--- src/rtl/cep_delta_calc_pkg.sv ---
// cep_delta_calc_pkg
// Shared constants and types for the MFCC delta stage: default coefficient
// width, coefficients per frame, index width, the number of history frames
// that must be filled before deltas are meaningful, and the FSM encoding.
// No ports; imported by cep_delta_calc and delta_weighted_sum.
package cep_delta_calc_pkg;

  localparam int CEP_DATA_WIDTH  = 16;
  localparam int CEP_NUM         = 13;
  localparam int CEP_IDX_WIDTH   = 6;

  // Frames of history (h1..h4) needed before the first delta is valid.
  localparam int CEP_FILL_FRAMES = 4;
  localparam int CEP_FCNT_WIDTH  = 3;

  typedef enum logic {
    ST_FILL = 1'b0,
    ST_RUN  = 1'b1
  } delta_state_e;

endpackage

--- src/rtl/cep_delta_calc_delta_weighted_sum.sv ---
// delta_weighted_sum
// Two-stage arithmetic for the cepstral delta:
//   stage 1: a = c_t - h4, b = h1 - h3   (operands sign-extended by 3 bits)
//   stage 2: D = 2*a + b
// The extra 3 bits make overflow impossible, so no saturation is needed.
// idx and last travel alongside the data; all outputs are zero when not valid.
// Ports:
//   clk, rst              clock, synchronous active-high reset
//   in_valid/idx/last     strobe, coefficient index, last-coefficient flag
//   c_t, h1, h3, h4       current coefficient and pre-shift history values
//   out_valid/idx/data/last  registered result, 2 cycles after in_valid
module delta_weighted_sum
  import cep_delta_calc_pkg::*;
#(
  parameter int DATA_WIDTH = CEP_DATA_WIDTH,
  parameter int IDX_WIDTH  = CEP_IDX_WIDTH
) (
  input  logic                         clk,
  input  logic                         rst,
  input  logic                         in_valid,
  input  logic [IDX_WIDTH-1:0]         in_idx,
  input  logic                         in_last,
  input  logic signed [DATA_WIDTH-1:0] c_t,
  input  logic signed [DATA_WIDTH-1:0] h1,
  input  logic signed [DATA_WIDTH-1:0] h3,
  input  logic signed [DATA_WIDTH-1:0] h4,
  output logic                         out_valid,
  output logic [IDX_WIDTH-1:0]         out_idx,
  output logic signed [DATA_WIDTH+2:0] out_data,
  output logic                         out_last
);

  localparam int OW = DATA_WIDTH + 3;

  logic                 s1_valid_q, s1_valid_d;
  logic [IDX_WIDTH-1:0] s1_idx_q,   s1_idx_d;
  logic                 s1_last_q,  s1_last_d;
  logic signed [OW-1:0] s1_a_q,     s1_a_d;
  logic signed [OW-1:0] s1_b_q,     s1_b_d;

  logic                 s2_valid_q, s2_valid_d;
  logic [IDX_WIDTH-1:0] s2_idx_q,   s2_idx_d;
  logic                 s2_last_q,  s2_last_d;
  logic signed [OW-1:0] s2_data_q,  s2_data_d;

  logic signed [OW-1:0] c_x, h1_x, h3_x, h4_x;

  assign c_x  = {{3{c_t[DATA_WIDTH-1]}}, c_t};
  assign h1_x = {{3{h1[DATA_WIDTH-1]}},  h1};
  assign h3_x = {{3{h3[DATA_WIDTH-1]}},  h3};
  assign h4_x = {{3{h4[DATA_WIDTH-1]}},  h4};

  // Stage 1 differences and stage 2 weighted sum; sidebands are zeroed
  // whenever their stage is empty so outputs read as 0 when not valid.
  always_comb begin
    s1_valid_d = in_valid;
    s1_idx_d   = '0;
    s1_last_d  = 1'b0;
    s1_a_d     = '0;
    s1_b_d     = '0;
    if (in_valid) begin
      s1_idx_d  = in_idx;
      s1_last_d = in_last;
      s1_a_d    = c_x - h4_x;
      s1_b_d    = h1_x - h3_x;
    end

    s2_valid_d = s1_valid_q;
    s2_idx_d   = '0;
    s2_last_d  = 1'b0;
    s2_data_d  = '0;
    if (s1_valid_q) begin
      s2_idx_d  = s1_idx_q;
      s2_last_d = s1_last_q;
      s2_data_d = s1_a_q + s1_a_q + s1_b_q;
    end
  end

  always_ff @(posedge clk) begin
    if (rst) begin
      s1_valid_q <= 1'b0;
      s1_idx_q   <= '0;
      s1_last_q  <= 1'b0;
      s1_a_q     <= '0;
      s1_b_q     <= '0;
      s2_valid_q <= 1'b0;
      s2_idx_q   <= '0;
      s2_last_q  <= 1'b0;
      s2_data_q  <= '0;
    end else begin
      s1_valid_q <= s1_valid_d;
      s1_idx_q   <= s1_idx_d;
      s1_last_q  <= s1_last_d;
      s1_a_q     <= s1_a_d;
      s1_b_q     <= s1_b_d;
      s2_valid_q <= s2_valid_d;
      s2_idx_q   <= s2_idx_d;
      s2_last_q  <= s2_last_d;
      s2_data_q  <= s2_data_d;
    end
  end

  assign out_valid = s2_valid_q;
  assign out_idx   = s2_idx_q;
  assign out_last  = s2_last_q;
  assign out_data  = s2_data_q;

endmodule

--- src/rtl/cep_delta_calc.sv ---
// cep_delta_calc
// Computes the unscaled cepstral delta D = 2*(c_t - h4) + (h1 - h3) per
// coefficient, using a four-frame per-coefficient history. Deltas are only
// emitted once four complete frames have been seen since reset/clear.
// Ports:
//   clk, rst            clock, synchronous active-high reset
//   clear               start of new utterance (resets fill count only)
//   cep_in_valid/idx/data   incoming coefficient stream, no backpressure
//   delta_out_valid/idx/data/last   registered delta, 2 cycles after input
module cep_delta_calc
  import cep_delta_calc_pkg::*;
#(
  parameter int DATA_WIDTH = CEP_DATA_WIDTH,
  parameter int NUM_CEP    = CEP_NUM,
  parameter int IDX_WIDTH  = CEP_IDX_WIDTH
) (
  input  logic                         clk,
  input  logic                         rst,
  input  logic                         clear,
  input  logic                         cep_in_valid,
  input  logic [IDX_WIDTH-1:0]         cep_in_idx,
  input  logic signed [DATA_WIDTH-1:0] cep_in_data,
  output logic                         delta_out_valid,
  output logic [IDX_WIDTH-1:0]         delta_out_idx,
  output logic signed [DATA_WIDTH+2:0] delta_out_data,
  output logic                         delta_out_last
);

  localparam int AW = (NUM_CEP > 1) ? $clog2(NUM_CEP) : 1;

  // History is deliberately not reset: FILL suppresses output until every
  // entry has been rewritten four times.
  logic signed [DATA_WIDTH-1:0] h1_q [NUM_CEP];
  logic signed [DATA_WIDTH-1:0] h2_q [NUM_CEP];
  logic signed [DATA_WIDTH-1:0] h3_q [NUM_CEP];
  logic signed [DATA_WIDTH-1:0] h4_q [NUM_CEP];

  delta_state_e              state_q, state_d;
  logic [CEP_FCNT_WIDTH-1:0] fcnt_q,  fcnt_d;

  logic          [AW-1:0]         addr;
  logic                           idx_ok;
  logic                           idx_last;
  logic                           accept;
  logic                           emit;
  logic signed [DATA_WIDTH-1:0]   h1_rd, h3_rd, h4_rd;

  assign addr     = cep_in_idx[AW-1:0];
  assign idx_ok   = cep_in_idx < IDX_WIDTH'(NUM_CEP);
  assign idx_last = cep_in_idx == IDX_WIDTH'(NUM_CEP - 1);
  // An input that coincides with clear is discarded along with the old state.
  assign accept   = cep_in_valid & ~clear & idx_ok;
  assign emit     = accept & (state_q == ST_RUN);

  assign h1_rd = h1_q[addr];
  assign h3_rd = h3_q[addr];
  assign h4_rd = h4_q[addr];

  // Shift only the addressed column; the reads above see the pre-shift values.
  always_ff @(posedge clk) begin
    if (!rst && accept) begin
      h4_q[addr] <= h3_q[addr];
      h3_q[addr] <= h2_q[addr];
      h2_q[addr] <= h1_q[addr];
      h1_q[addr] <= cep_in_data;
    end
  end

  // Frame counter saturates at the fill depth; RUN is entered in the same
  // update that completes the fourth frame so the next input already emits.
  always_comb begin
    state_d = state_q;
    fcnt_d  = fcnt_q;
    if (clear) begin
      state_d = ST_FILL;
      fcnt_d  = '0;
    end else if (accept && idx_last && fcnt_q != CEP_FCNT_WIDTH'(CEP_FILL_FRAMES)) begin
      fcnt_d = fcnt_q + 1'b1;
      if (fcnt_d == CEP_FCNT_WIDTH'(CEP_FILL_FRAMES)) begin
        state_d = ST_RUN;
      end
    end
  end

  always_ff @(posedge clk) begin
    if (rst) begin
      state_q <= ST_FILL;
      fcnt_q  <= '0;
    end else begin
      state_q <= state_d;
      fcnt_q  <= fcnt_d;
    end
  end

  delta_weighted_sum #(
    .DATA_WIDTH(DATA_WIDTH),
    .IDX_WIDTH (IDX_WIDTH)
  ) u_wsum (
    .clk      (clk),
    .rst      (rst),
    .in_valid (emit),
    .in_idx   (cep_in_idx),
    .in_last  (idx_last),
    .c_t      (cep_in_data),
    .h1       (h1_rd),
    .h3       (h3_rd),
    .h4       (h4_rd),
    .out_valid(delta_out_valid),
    .out_idx  (delta_out_idx),
    .out_data (delta_out_data),
    .out_last (delta_out_last)
  );

endmodule

--- config.mk ---
export PLATFORM = sky130hd
export DESIGN_NAME = cep_delta_calc
export DESIGN_NICKNAME = d
export VERILOG_FILES = /design/src/rtl/cep_delta_calc_pkg.sv /design/src/rtl/cep_delta_calc_delta_weighted_sum.sv /design/src/rtl/cep_delta_calc.sv
export SDC_FILE = /design/constraint.sdc
export NUM_CORES = 1
export LEC_CHECK = 0
export ABC_AREA = 0
export CELL_PAD_IN_SITES_DETAIL_PLACEMENT = 0
export CELL_PAD_IN_SITES_GLOBAL_PLACEMENT = 1
export CORE_ASPECT_RATIO = 2
export CORE_MARGIN = 5
export CORE_UTILIZATION = 40
export DETAILED_ROUTE_END_ITERATION = 10
export GPL_TIMING_DRIVEN = 0
export PLACE_DENSITY = 0.7
export SLEW_MARGIN = 10
export SYNTH_ARGS = -nofsm -noshare
export SYNTH_HDL_FRONTEND = slang
export SYNTH_HIERARCHICAL = 1
export SYNTH_SLANG_ARGS = --single-unit
--- constraint.sdc ---
create_clock -name clk -period 8.4 [get_ports clk]
set_clock_uncertainty 0.15 [all_clocks]
set_input_delay 0.84 -clock clk [delete_from_list [all_inputs] [get_ports clk]]
set_output_delay 0.84 -clock clk [all_outputs]
set_load 0.03 [all_outputs]
======== Yosys cells after proc, flatten, opt, wreduce, memory -nomap -nowiden ========
Memory sizes are Yosys's and may differ from the RTL's.
Index checks and enable logic that the tools add are counted.
cells by class
  equality and inequality tests ........... 3
  add/subtract/negate cells ............... 5
  bitwise gates (word level) .............. 6
  mux-type cells .......................... 2
  magnitude comparators ................... 1
  reduce and logical (&&, ||, !) cells .... 8
  divide/modulo/power cells ............... 0
  $mul .................................... 0
  shift-type cells ........................ 0
operator list
  cell                                                                   count
  19-bit adder                                                           2
  16-bit by 16-bit subtractor with 17-bit output                         2
  6-bit by 4-bit == test with 1-bit output (second input constant)       1
  6-bit by 4-bit < comparator with 1-bit output (second input constant)  1
  2-bit OR reduction                                                     3
  3-bit by 1-bit adder with 3-bit output (second input constant)         1
  1-bit bitwise AND                                                      3
  3-bit == test (second input constant)                                  1
  1-bit logical AND                                                      3
  3-bit inequality test (second input constant)                          1
  1-bit NOT                                                              3
  1-bit two-way mux                                                      2
  2-bit AND reduction                                                    1
  1-bit zero test                                                        1
word-level totals
  memory bits (writable) .................. 832
  memories kept ........................... 4
  memory bits (read-only) ................. 0
  input port bits ......................... 26
  register bits ........................... 77
  bits in latches ......................... 0
memory list
  memory  depth  bits a word  rd ports  clocked after Yosys merged registers in  write ports  RTL line              RTL
  h1_q    13     16           1         0                                        1            cep_delta_calc.sv:33  logic signed [DATA_WIDTH-1:0] h1_q [NUM_CEP];
  h2_q    13     16           1         0                                        1            cep_delta_calc.sv:34  logic signed [DATA_WIDTH-1:0] h2_q [NUM_CEP];
  h3_q    13     16           1         0                                        1            cep_delta_calc.sv:35  logic signed [DATA_WIDTH-1:0] h3_q [NUM_CEP];
  h4_q    13     16           1         0                                        1            cep_delta_calc.sv:36  logic signed [DATA_WIDTH-1:0] h4_q [NUM_CEP];

======== Depth between registers and ports, before layout ========
  depth in word-level cells ............... 6
  gate-level depth with buffers ........... 15

======== Hierarchy ========
The synthesis kept the hierarchy.
modules (own cells, without submodules)
  module              cells an instance  seq. area each (sq um)  times used  area each (sq um)
  cep_delta_calc      1338               25064.0                 1           31395.1
  delta_weighted_sum  474                1381.3                  1           4095.2

======== Worst setup path before layout ========
Ideal clock, no wire load.
  path type ............................... input-to-reg
  start ................................... input clear
  end ..................................... memory h1_q[4][0] (netlist name) (enable)
  arrival ................................. 6.012 ns
  data required time ...................... 7.685 ns
  cell stages on the path ................. 4
  slack ................................... 1.673 ns
  cell sequence ........................... nor4b_1 > and2b_1 > nand3b_1 > nor3_1
between the ends
  word-level cells in the longest chain between the ends .. 6
ends and longest elaborated chain
  element                                  RTL line              RTL
  start: declaration                       cep_delta_calc.sv:19  input logic clear,
  1-bit NOT                                cep_delta_calc.sv:52  assign accept = cep_in_valid & ~clear & idx_ok;
  1-bit bitwise AND (2 in series)          cep_delta_calc.sv:52
  1-bit logical AND                        cep_delta_calc.sv:61  if (!rst && accept) begin
  1-bit two-way mux                        cep_delta_calc.sv:61
  1-bit two-way mux (not written as such)  cep_delta_calc.sv:65  h1_q[addr] <= cep_in_data;
  end: declaration                         cep_delta_calc.sv:33
No other way between the ends.

======== Final worst setup path ========
  start ................................... input cep_in_idx[2]
  end ..................................... register u_wsum.s1_b_q[16]
RTL lines
  element                                         RTL line                                 RTL
  start: declaration                              cep_delta_calc.sv:21                     input logic [IDX_WIDTH-1:0] cep_in_idx,
  memory read 13 x 16 bit                         -
  via h3_rd[3]                                    cep_delta_calc.sv:46                     logic signed [DATA_WIDTH-1:0] h1_rd, h3_rd, h4_rd;
  16-bit by 16-bit subtractor with 17-bit output  cep_delta_calc_delta_weighted_sum.sv:65  s1_b_d = h1_x - h3_x;
  end signal: assignment                          cep_delta_calc_delta_weighted_sum.sv:85  s1_b_q <= '0;
  end signal: assignment                          cep_delta_calc_delta_weighted_sum.sv:95  s1_b_q <= s1_b_d;
  end: declaration                                cep_delta_calc_delta_weighted_sum.sv:39  logic signed [OW-1:0] s1_b_q, s1_b_d;
The timed path passes the listed nets, and every way through them passes these cells.
A chain may end at the register's enable or synchronous reset.

==> metrics <==
outcome complete, no violations; CP bufs+invs 4; final max-slew violation count 0; top post-synthesis cells by area edfxtp_1, mux4_2, dfxtp_1; hold crit path type reg2reg; CP max FO 14; CP startpoint kind primary input; Crit-path slowest cell a21oi_1; most used cell, CP clkbuf_1; slew margin rel. 13.5%; Worst VDD drop 0.125 mV; Data required, critical path 8770 ps; vias in the first global route 19102; area share of the largest cell type after synthesis 70.4%; CTS-repair resized insts 0; final period demand of the worst path 6440 ps; Max Fclk 155 MHz; unrepaired setup endpoints after global routing no; Fin. Hold Viols 0; Congestion Overflow GR 0; final WL 90.2 mm; Area Overhead vs Synth 15.6%; gpl congestion 0.862; layout cells sized above 1 21.8%; Pre-Repair DR Iteration Count 5; total global-route track usage about a fifth; CP arrival 6810 ps; DRT antenna net count 0; Port-buffer cells 52; post-layout util about 47%; syn_area_per_cell 19.6 sq um; Synth Net Count 1893; CP max stage delay 1020 ps; Setup Fix Bufs, Post-CTS 0; Worst Max-Slew Pin Slew 1300 ps; Synth Flop Type edfxtp_1; drt via density 5.59; die area 95100 sq um; register area between 20000 and 30000 sq um; Starting Density 40.3%; Die Wd around 220 microns; TritonCTS sink count just over 900; first-pass GRT wire length 130 mm; Syn Inst Count roughly 1800; Num CTS Buffers between 70 and 80; worst-case clock buffer depth 3; drc violations 0; die height 431 microns; max-capacitance violation count 0; worst-skew pair later-pin latency around 640 ps; fill count around 7300; Post-synth ARST share 0%; dpl hpwl 62.7 mm; synthesized area 35500 sq um; CTS root buf clkbuf_16; Crit. End Element flop; Pwr Total approximately 9.0 mW; CP delay by family, top buffers and inverters; cell row count between 150 and 200; initial DRC count 1629; Via Count about 18000; total core area approximately 90000 sq um; CTS H-tree lvls 3; crit share post-route 76.7%; CTS clk-pin slew, worst paths 70 ps; fin nets 2084; Setup Viol. Count Final 0; Yosys cell types 58; Pwr Density 220 nW/um^2; Hold Buf Count CTS 0; Leak 13.3 nW; Routed WL per cell 27.9 microns; CTS tree yes; largest net degree at the start of global routing between 40 and 50; CP cell instances clkdlybuf4s50_1 -> nand2b_1 -> clkbuf_1 -> clkbuf_1 -> o22ai_1 -> a21oi_1 -> inv_1 -> ha_1 -> nand2_1 -> o21bai_1 -> a31oi_2 -> a211oi_1 -> nor4b_1 -> nor3_1; multi-input logic area 8650 sq um; initial antenna violation count 1; register area share after synthesis 74.5%; Hold WS 276 ps; FF+latch count, synth 905; EDFF count, synth ~830; Yosys top cell by area edfxtp_1; # IOs 53; Crit Path Category in2reg; synth warn 6
per-layer routing:
metal,up-vias,global-route usage [%],share of wire (%)
li1,7784,-,-
met1,9530,20.0,33
met2,571,36.0,57
met3,167,2.57,4.4
met4,0,9.70,5.8
met5,-,0,0
path summary, 6_finish.rpt:
kind,slack [ps],cells after the start,end,startpoint
min,280,1,u_wsum/out_idx[2],u_wsum/s1_idx_q[2]
max,1960,14,u_wsum/s1_b_q[16],cep_in_idx[2]
min reg2reg,280,1,u_wsum/out_idx[2],u_wsum/s1_idx_q[2]
max reg2reg,4340,11,u_wsum/s1_b_q[16],h3_q[9][3]
logic make-up after synthesis:
kind of cell | count (synthesis) | synth area share, %
mux | 258 | 14.0
compound gates | 263 | 4.65
flops | 905 | 74.5
simple gates | 179 | 2.56
xor+xnor | 26 | 0.642
buf+inv | 126 | 1.59
fa+ha+maj | 55 | 2.00
registers in the layout, summed over array words and instances (netlist names):
signal	count
u_wsum/s1_a_q	17
u_wsum/out_valid	1
fcnt_q	3
u_wsum/s1_b_q	17
h3_q	208
h2_q	208
h4_q	208
u_wsum/out_last	1
u_wsum/s1_valid_q	1
u_wsum/out_idx	6
u_wsum/out_data	19
u_wsum/s1_idx_q	6
h1_q	208
u_wsum/s1_last_q	1
state_q	1
report_power, final:
group	total [mW]	internal, mW	switching [mW]
Sequential	4.96	4.96	0.00119
Combinational	0.621	0.215	0.406
Clock	3.45	1.86	1.58
Total	9.03	7.04	1.99
stage by stage:
step                setup WS [ps]  TNS [ps]  area [sq um]  instances
finish                       1960         0         41000       3231
global route                 1870         0         41000       3230
CTS                          1770         0         41000       3229
detailed placement           1120         0         38600       3097
global placement            -5430  -1356720         37500       3034
floorplan                    1670         0         35500       1812
layout by cell type (no fill, tap or decap), drive strengths merged, types with 16 or more instances in the layout:
cell,netlist,final
o21a,16,16
inv,44,47
clkbuf,32,127
o21ai,18,18
xor2,16,16
clkinv,1,27
nor3,27,27
mux4,192,192
dfxtp,73,73
a21oi,100,100
buf,49,112
and2,18,18
edfxtp,832,832
nand2,26,26
clkdlybuf4s50,0,52
nor2,51,51
o22ai,66,66
ha,52,52
mux2i,66,66
cells in the mapped netlist, types with 26 or more instances:
master / count
ha_1: 52
mux4_2: 192
clkbuf_1: 32
nor2_1: 51
o22ai_1: 66
a21oi_1: 99
mux2i_1: 66
edfxtp_1: 832
nor3_1: 27
dfxtp_1: 73
nand2_1: 26
buf_2: 30
inv_1: 44
layout make-up:
class / instances / share of cell area (%)
flip-flops and latches: 905 / 64.4
multi-input cells: 781 / 21.1
clock buffers: 95 / 4.91
repair buffers: 115 / 3.77
well taps: 1170 / 3.57
plain buffers: 81 / 0.960
clock inverters: 37 / 0.857
inverters: 45 / 0.412
diodes: 2 / 0.0122
(Power assumes the default switching activity.)
